[config.mk]
export PLATFORM = sky130hd
export DESIGN_NAME = wb_stage_unit
export DESIGN_NICKNAME = d
export VERILOG_FILES = /design/src/rtl/wb_stage_unit_pkg.sv /design/src/rtl/wb_src_mux.sv /design/src/rtl/wb_stage_unit.sv
export SDC_FILE = /design/constraint.sdc
export NUM_CORES = 1
export LEC_CHECK = 0
export CAP_MARGIN = 20
export CORE_AREA = 2 2 124 126
export CTS_CLUSTER_SIZE = 10
export DETAILED_ROUTE_END_ITERATION = 10
export DIE_AREA = 0 0 126 128
export GPL_ROUTABILITY_DRIVEN = 0
export MAX_ROUTING_LAYER = met4
export PLACE_DENSITY = 0.73
export SETUP_SLACK_MARGIN = 0.3
export SKIP_LAST_GASP = 1
export SLEW_MARGIN = 40
export SYNTH_ARGS = -nofsm -noshare
export SYNTH_HDL_FRONTEND = slang
export SYNTH_SLANG_ARGS = --single-unit
[constraint.sdc]
create_clock -name clk_in -period 2.7 [get_ports clk_in]
set_input_delay 0.54 -clock clk_in [delete_from_list [all_inputs] [get_ports clk_in]]
set_output_delay 0.54 -clock clk_in [all_outputs]
set_load 0.02 [all_outputs]
[src/rtl/wb_stage_unit_pkg.sv]
// Shared select codes and state encoding for the writeback stage.
package wb_stage_unit_pkg;

  localparam int unsigned WB_SEL_W = 3;

  localparam logic [WB_SEL_W-1:0] WB_SEL_ALU    = 3'b000;
  localparam logic [WB_SEL_W-1:0] WB_SEL_LOAD   = 3'b001;
  localparam logic [WB_SEL_W-1:0] WB_SEL_IMM    = 3'b010;
  localparam logic [WB_SEL_W-1:0] WB_SEL_IADDER = 3'b011;
  localparam logic [WB_SEL_W-1:0] WB_SEL_CSR    = 3'b100;
  localparam logic [WB_SEL_W-1:0] WB_SEL_PC4    = 3'b101;

  typedef enum logic [0:0] {
    IDLE      = 1'b0,
    WAIT_LOAD = 1'b1
  } wb_state_e;

endpackage

[src/rtl/wb_src_mux.sv]
// Combinational writeback source selector; unused codes fall back to the ALU.
module wb_src_mux
  import wb_stage_unit_pkg::*;
#(
  parameter int unsigned XLEN = 32
) (
  input  logic [WB_SEL_W-1:0] sel_i,
  input  logic [XLEN-1:0]     alu_i,
  input  logic [XLEN-1:0]     load_i,
  input  logic [XLEN-1:0]     imm_i,
  input  logic [XLEN-1:0]     iadder_i,
  input  logic [XLEN-1:0]     csr_i,
  input  logic [XLEN-1:0]     pc4_i,
  output logic [XLEN-1:0]     src_c_o
);

  // Pick the source named by the select code.
  always_comb begin
    src_c_o = alu_i;
    case (sel_i)
      WB_SEL_LOAD:   src_c_o = load_i;
      WB_SEL_IMM:    src_c_o = imm_i;
      WB_SEL_IADDER: src_c_o = iadder_i;
      WB_SEL_CSR:    src_c_o = csr_i;
      WB_SEL_PC4:    src_c_o = pc4_i;
      default:       src_c_o = alu_i;
    endcase
  end

endmodule

[src/rtl/wb_stage_unit.sv]
// Writeback stage: source select, load wait with timeout, registered RF write
// port and a writeback-to-execute bypass on ALU operand B.
module wb_stage_unit
  import wb_stage_unit_pkg::*;
#(
  parameter int unsigned XLEN         = 32,
  parameter int unsigned RADDR_W      = 5,
  parameter int unsigned LOAD_TIMEOUT = 16,
  parameter int unsigned TO_CNT_W     = 5
) (
  input  logic                clk_in,
  input  logic                reset_in,
  input  logic                valid_in,
  output logic                ready_out,
  input  logic                flush_in,
  input  logic                stall_in,
  input  logic [2:0]          wb_mux_sel_reg_in,
  input  logic                rf_wr_en_reg_in,
  input  logic [RADDR_W-1:0]  rd_addr_reg_in,
  input  logic [XLEN-1:0]     alu_result_in,
  input  logic [XLEN-1:0]     lu_output_in,
  input  logic [XLEN-1:0]     imm_reg_in,
  input  logic [XLEN-1:0]     iadder_out_reg,
  input  logic [XLEN-1:0]     pc_plus_4_reg_in,
  input  logic [XLEN-1:0]     csr_data_in,
  input  logic                lu_valid_in,
  input  logic                alu_src_reg_in,
  input  logic [XLEN-1:0]     rs2_reg_in,
  input  logic [RADDR_W-1:0]  rs2_addr_reg_in,
  output logic [XLEN-1:0]     alu_2nd_src_mux_out,
  output logic                wb_valid_out,
  output logic                rf_wr_en_out,
  output logic [RADDR_W-1:0]  rf_rd_addr_out,
  output logic [XLEN-1:0]     wb_data_out,
  output logic                load_timeout_out
);

  // Counter value seen during the last permitted WAIT_LOAD cycle.
  localparam logic [TO_CNT_W-1:0] TO_LAST = TO_CNT_W'(LOAD_TIMEOUT - 1);

  wb_state_e             state_q, state_d;
  logic [TO_CNT_W-1:0]   cnt_q, cnt_d;
  logic [RADDR_W-1:0]    pend_rd_q, pend_rd_d;
  logic                  pend_we_q, pend_we_d;
  logic                  wb_valid_q, wb_valid_d;
  logic                  rf_wr_en_q, rf_wr_en_d;
  logic [RADDR_W-1:0]    rf_rd_addr_q, rf_rd_addr_d;
  logic [XLEN-1:0]       wb_data_q, wb_data_d;
  logic                  load_to_q, load_to_d;

  logic [XLEN-1:0]       src_c;
  logic                  accept_c;
  logic                  is_load_c;
  logic                  to_hit_c;

  wb_src_mux #(.XLEN(XLEN)) u_src_mux (
    .sel_i    (wb_mux_sel_reg_in),
    .alu_i    (alu_result_in),
    .load_i   (lu_output_in),
    .imm_i    (imm_reg_in),
    .iadder_i (iadder_out_reg),
    .csr_i    (csr_data_in),
    .pc4_i    (pc_plus_4_reg_in),
    .src_c_o  (src_c)
  );

  assign ready_out = (state_q == IDLE) && !stall_in && !reset_in;
  assign accept_c  = valid_in && ready_out && !flush_in;
  assign is_load_c = (wb_mux_sel_reg_in == WB_SEL_LOAD);
  assign to_hit_c  = (cnt_q == TO_LAST);

  // Operand B: forward last writeback when it targets rs2, else rs2 or imm.
  always_comb begin
    alu_2nd_src_mux_out = imm_reg_in;
    if (alu_src_reg_in) begin
      if (rf_wr_en_q && (rf_rd_addr_q != '0) && (rf_rd_addr_q == rs2_addr_reg_in)) begin
        alu_2nd_src_mux_out = wb_data_q;
      end else begin
        alu_2nd_src_mux_out = rs2_reg_in;
      end
    end
  end

  // State register.
  always_ff @(posedge clk_in) begin
    if (reset_in) begin
      state_q <= IDLE;
    end else begin
      state_q <= state_d;
    end
  end

  // Next state: park in WAIT_LOAD until data, flush or timeout.
  always_comb begin
    state_d = state_q;
    case (state_q)
      IDLE: begin
        if (accept_c && is_load_c && !lu_valid_in) begin
          state_d = WAIT_LOAD;
        end
      end
      WAIT_LOAD: begin
        if (flush_in || lu_valid_in || to_hit_c) begin
          state_d = IDLE;
        end
      end
      default: state_d = IDLE;
    endcase
  end

  // Output/datapath next values; data wins over timeout, flush wins over both.
  always_comb begin
    cnt_d        = cnt_q;
    pend_rd_d    = pend_rd_q;
    pend_we_d    = pend_we_q;
    wb_valid_d   = 1'b0;
    rf_wr_en_d   = 1'b0;
    load_to_d    = 1'b0;
    rf_rd_addr_d = rf_rd_addr_q;
    wb_data_d    = wb_data_q;
    case (state_q)
      IDLE: begin
        if (accept_c) begin
          if (!is_load_c || lu_valid_in) begin
            wb_valid_d   = 1'b1;
            rf_wr_en_d   = rf_wr_en_reg_in && (rd_addr_reg_in != '0);
            rf_rd_addr_d = rd_addr_reg_in;
            wb_data_d    = src_c;
          end else begin
            cnt_d     = '0;
            pend_rd_d = rd_addr_reg_in;
            pend_we_d = rf_wr_en_reg_in;
          end
        end
      end
      WAIT_LOAD: begin
        if (flush_in) begin
          cnt_d = '0;
        end else if (lu_valid_in) begin
          wb_valid_d   = 1'b1;
          rf_wr_en_d   = pend_we_q && (pend_rd_q != '0);
          rf_rd_addr_d = pend_rd_q;
          wb_data_d    = lu_output_in;
        end else if (to_hit_c) begin
          load_to_d = 1'b1;
        end else begin
          cnt_d = cnt_q + TO_CNT_W'(1);
        end
      end
      default: ;
    endcase
  end

  // Datapath and output registers.
  always_ff @(posedge clk_in) begin
    if (reset_in) begin
      cnt_q        <= '0;
      pend_rd_q    <= '0;
      pend_we_q    <= 1'b0;
      wb_valid_q   <= 1'b0;
      rf_wr_en_q   <= 1'b0;
      rf_rd_addr_q <= '0;
      wb_data_q    <= '0;
      load_to_q    <= 1'b0;
    end else begin
      cnt_q        <= cnt_d;
      pend_rd_q    <= pend_rd_d;
      pend_we_q    <= pend_we_d;
      wb_valid_q   <= wb_valid_d;
      rf_wr_en_q   <= rf_wr_en_d;
      rf_rd_addr_q <= rf_rd_addr_d;
      wb_data_q    <= wb_data_d;
      load_to_q    <= load_to_d;
    end
  end

  assign wb_valid_out     = wb_valid_q;
  assign rf_wr_en_out     = rf_wr_en_q;
  assign rf_rd_addr_out   = rf_rd_addr_q;
  assign wb_data_out      = wb_data_q;
  assign load_timeout_out = load_to_q;

endmodule

Word-level counts from Yosys, hierarchy flattened
Index checks and enable logic that the tools add are counted.
{ "totals": {"register_bits": 52, "inputBits": 245, "elab_cells": 84} }
{ "classes": {"n_addsub": 1, "eq_ne": 14, "muxes": 33, "n_bitwise": 2, "reduce_logical": 25} }
{ "op_table": {"columns": ["cell", "count"], "rows": [
  ["$mux 32", 6],
  ["$pmux 32 s5", 1],
  ["$pmux 32 s2", 1],
  ["$mux 5", 9],
  ["$pmux 5 s2", 2],
  ["$reduce_bool 5->1", 3],
  ["$mux 1", 11],
  ["$logic_and 1x1->1", 10],
  ["$ne 2x2->1 const B", 4],
  ["$reduce_and 4->1", 2],
  ["$eq 3x2->1 const B", 2],
  ["$eq 3x3->1 const B", 2],
  ["$ne 3x3->1 const B", 2],
  ["$pmux 1 s2", 3],
  ["$add 5x1->5 const B", 1],
  ["$eq 5x4->1 const B", 1],
  ["$eq 5x5->1", 1],
  ["$logic_not 1->1", 5],
  ["$reduce_or 4->1", 1],
  ["$eq 3x1->1 const B", 1],
  ["$logic_or 1x1->1", 3],
  ["$reduce_and 3->1", 1],
  ["$ne 2x1->1 const B", 1],
  ["$not 1->1", 2]
]} }

Longest topological paths before layout
Gate-level depths: netlist (run 1).
{ "depth": {"word_depth": 9, "mapped_depth": 8} }

Modules after synthesis
From an unflattened synthesis (run 1), not the netlist that was laid out.
{ "hier_totals": {"hier_cells": 687, "hier_area_um2": 5447.7} }
{ "modules_own_cells": {"columns": ["mod", "n_inst", "cells_per_inst", "area_each_um2", "seq_area_each_um2"], "rows": [
  ["wb_stage_unit", 1, 423, 3622.2, 1041.0],
  ["wb_src_mux", 1, 264, 1825.5, 0.0]
]} }

Worst setup path after synthesis (run 1)
No wires, ideal clock.
{ "synth_timing": {"path_type": "input -> output", "from": "input port rs2_addr_reg_in[1]", "to": "output port alu_2nd_src_mux_out[12]", "t_arrival_ps": 2051, "slack_ps": 109, "cell_stages": 6, "cell_sequence": "xnor2_1 nand3_1 a211oi_1 buf_2 mux2i_1 a21oi_1"} }
{ "synth_between": {"elab_chain_cells": 4} }
{ "synth_rtl": {"columns": ["element", "line", "source"], "rows": [
  ["start: declaration", "wb_stage_unit.sv:29", "input logic [RADDR_W-1:0] rs2_addr_reg_in,"],
  ["$eq 5x5->1", "wb_stage_unit.sv:76", "if (rf_wr_en_q && (rf_rd_addr_q != '0) && (rf_rd_addr_q == rs2_addr_reg_in)) begin"],
  ["$logic_and 1x1->1", "wb_stage_unit.sv:76", null],
  ["$mux 32", "wb_stage_unit.sv:76", null],
  ["$mux 32", "wb_stage_unit.sv:75", "if (alu_src_reg_in) begin"],
  ["end: declaration", "wb_stage_unit.sv:30", "output logic [XLEN-1:0] alu_2nd_src_mux_out,"]
]} }
No other way between the ends.

Worst setup path in the final report (run 1)
{ "layout_timing": {"from": "register rf_rd_addr_q[3] (netlist: rf_rd_addr_out[3])", "to": "output port alu_2nd_src_mux_out[13]"} }
{ "layout_between": {"elab_chain_cells": 5, "elab_cells_between_ends": 6} }
{ "layout_rtl": {"columns": ["element", "line", "source"], "rows": [
  ["start: declaration", "wb_stage_unit.sv:47", "logic [RADDR_W-1:0] rf_rd_addr_q, rf_rd_addr_d;"],
  ["start signal: assignment", "wb_stage_unit.sv:171", "rf_rd_addr_q <= rf_rd_addr_d;"],
  ["$reduce_bool 5->1", "wb_stage_unit.sv:76", null],
  ["$logic_and 1x1->1", "wb_stage_unit.sv:76", null],
  ["$logic_and 1x1->1 (*)", "wb_stage_unit.sv:76", null],
  ["$mux 32 (*)", "wb_stage_unit.sv:76", null],
  ["$mux 32 (*)", "wb_stage_unit.sv:75", null]
]} }
Every way passes the cells marked *; elsewhere a longest branch is shown, timed or not.

==> results of run 1 <==
area by class of cell:
class / count / area share (%)
Timing Repair Buffer: 368 / 41.87
Multi-Input combinational cell: 474 / 41.22
Sequential cell: 52 / 11.93
Tap cell: 188 / 2.660
Clock buffer: 8 / 1.655
Inverter: 15 / 0.6366
Antenna cell: 1 / 0.02829
where the power goes:
group | switching, uW | total [uW] | internal, uW
clock network | 284 | 655 | 371
registers | 19.0 | 798 | 779
logic | 436 | 1050 | 612
cells in the mapped netlist (2+ instances only):
cell        n
o41ai_1     2
buf_6       3
buf_2       4
or3_1       3
o21ai_1    20
mux2i_1    54
a22oi_1    41
o21ai_0     3
nor2_1     82
o221ai_1   11
a31oi_1    20
xnor2_1     5
a21oi_1    57
nor3_1     24
ha_1        2
a2bb2oi_1  10
nand2_1    26
or4_1       2
a211oi_1    8
nor4b_1     3
clkbuf_1   43
nand3_1     6
buf_1      10
dfxtp_1    52
inv_1      15
a221oi_1   21
nor2b_1     6
and3_1      2
mux2_2     53
through the flow:
| stage | hold WS, ns | instances | TNS (ns) | util (%) |
|---|---|---|---|---|
| final | 0.4568 | 1106 | 0 | 59.50 |
| after global routing | 0.4795 | 1106 | -0.03755 | 59.50 |
| after CTS | 0.4603 | 1101 | 0 | 57.77 |
| after detailed placement | 0.4497 | 1079 | -20.06 | 55.32 |
| after global placement | 0.4395 | 1079 | -18.20 | 55.31 |
| after floorplan | 0.4319 | 601 | 0 | - |
logic make-up after synthesis:
kind of cell / Yosys count / synth area share (%)
compound gates: 199 / 28.87
mux: 107 / 24.67
fa+ha+maj: 2 / 0.5427
simple gates: 160 / 15.50
xor+xnor: 6 / 1.140
flops: 52 / 22.58
buf+inv: 75 / 6.703
state kept, by name, summed over array words and instances, names as in the netlist:
name,count
state_q,1
load_timeout_out,1
rf_rd_addr_out,5
wb_data_out,32
wb_valid_out,1
pend_rd_q,5
rf_wr_en_out,1
pend_we_q,1
cnt_q,5
path summary, 6_finish.rpt:
check                            startpoint                 endpoint  slack, ns  depth (start not counted)
max          rf_rd_addr_out[3]$_SDFFE_PP0P_  alu_2nd_src_mux_out[13]       0.06                          9
min reg2reg           cnt_q[4]$_SDFFE_PP0P_    cnt_q[4]$_SDFFE_PP0P_       0.46                          2
max reg2reg           cnt_q[0]$_SDFFE_PP0P_    cnt_q[3]$_SDFFE_PP0P_       0.80                          8
min                   cnt_q[4]$_SDFFE_PP0P_    cnt_q[4]$_SDFFE_PP0P_       0.46                          2
worst max-delay path: stages (launching register included):
cell and delay [ns]:
dfxtp_4 0.36, buf_4 0.14, o41ai_4 0.26, a211oi_4 0.12, buf_12 0.17, buf_12 0.13
buf_16 0.14, mux2i_4 0.18, a21oi_2 0.17, buf_6 0.13
timing repair:
item	in CTS	in global routing
hold endpoints to repair	0	0
endpoints found under the setup margin	45	57
pin swaps	43	18
gates cloned	2	0
gates resized for setup	212	48
setup buffers	12	4
layer usage:
layer  vias to the layer above  track usage [%]
met2                       258            46.36
li1                       2903                -
met1                      2889            32.49
met4                         0            6.917
met5                         -                -
met3                        42            5.092
==> results_dict.tcl, run 1 <==
set metrics [dict create \
    outcome "completed" \
    yosys_warnings 0 \
    syn_area_per_cell_um2 7.672 \
    cts_max_level 2 \
    vias 6092 \
    grt_use_total_pct 26.93 \
    grt_pass1_vias 5985 \
    synth_cells 601 \
    layout.nets 1163 \
    syn_area_um2 4611 \
    wl_met3_um 1511 \
    wl_met2_um 11270 \
    top_layer_used "met4" \
    ctsHoldBuffers 0 \
    max-cap-violations 0 \
    start_kind "flop" \
    die_h_um 128 \
    route.detailed.drc 0 \
    ys_top_cells_by_area "dfxtp_1, mux2_2, mux2i_1" \
    ant_nets 0 \
    yosys.area.top_type "dfxtp_1" \
    core_um2 14860 \
    placed_area_um2 8223 \
    drt_iter0_drc 409 \
    clock_latency_ns 0.29 \
    async_flop_share_pct 0 \
    final_common_cell "clkdlybuf4s50_1" \
    drive_gt1_share_pct 25.41 \
    worstPathRequired_ns 2.16 \
    grt_overflow_total 0 \
    setup_slack_ns 0.05836 \
    fill_cells 1313 \
    final_cell_mix "clkdlybuf4s50_1, nor2_1, mux2_2" \
    grt_max_degree 58 \
    synthDistinctLibCells 42 \
    pin_count 318 \
    port_buffers 317 \
    synth.yosys.seq_area_share_pct 22.58 \
    cts.sinks 52 \
    total_power_uw 2502 \
    drt-wirelength-per-cell_um 20.50 \
    cp.arrival_ns 2.10 \
    fin_area_um2 8845 \
    cts_buffers 5 \
    die-area_um2 16130 \
    clock_path_buffers 2 \
    max_freq_ghz 0.3786 \
    die_w_um 126 \
    multi_input_area_um2 3646 \
    regArea_um2 1055 \
    dp_slack_ns -0.6540 \
    root_buffer "clkbuf_16" \
    start_util_pct 31.02 \
    setup_viol 0 \
    viasPerCell 5.508 \
    cts_tree "done" \
    crit_fanout 6 \
    row_count 45 \
    syn_nets 848 \
    period_share_pct 97.84 \
    tightest_slew_ns 0.8510 \
    hold_path_class "flop to flop" \
    antenna_found_initial 1 \
    synth_ff_type "dfxtp_1" \
    worstSetupPathType "flop to output pin" \
    synth_top_area_share_pct 22.58 \
    grt_pass1_wl_um 33750 \
    p_leak_uw 0.003208 \
    wl_um 22680 \
    end_kind "output pin" \
    slew_violations 0 \
    drt_pass1_iterations 5 \
    synth-seq-cells 52 \
    dpl.hpwl_um 16350 \
    period_needed_ns 2.642 \
    synthToLayoutAreaGrowth_pct 91.83 \
    power_density_nw_per_um2 282.8 \
    finalHoldViolCount 0 \
    clkTransAtPathRegs_ns 0.07 \
    clock_skew_ns 0.003376 \
    vdd_ir_drop_max_uv 225.8 \
    max_slew_margin_pct 43.20 \
    grt_setup_unrepaired "true" \
    synth_edf_count 0 \
    wl_met1_um 9314 \
]
Power figures use the tool's default switching activity.
==> run 2, diff against run 1 <==
--- a/config.mk
+++ b/config.mk
@@ -11,6 +11,7 @@
 export DETAILED_ROUTE_END_ITERATION = 10
 export DIE_AREA = 0 0 126 128
 export GPL_ROUTABILITY_DRIVEN = 0
+export HOLD_SLACK_MARGIN = 0.1
 export MAX_ROUTING_LAYER = met4
 export PLACE_DENSITY = 0.73
 export SETUP_SLACK_MARGIN = 0.3
==> results of run 2 <==
No change in the layout: final DEF, timing and power equal those of run 1.
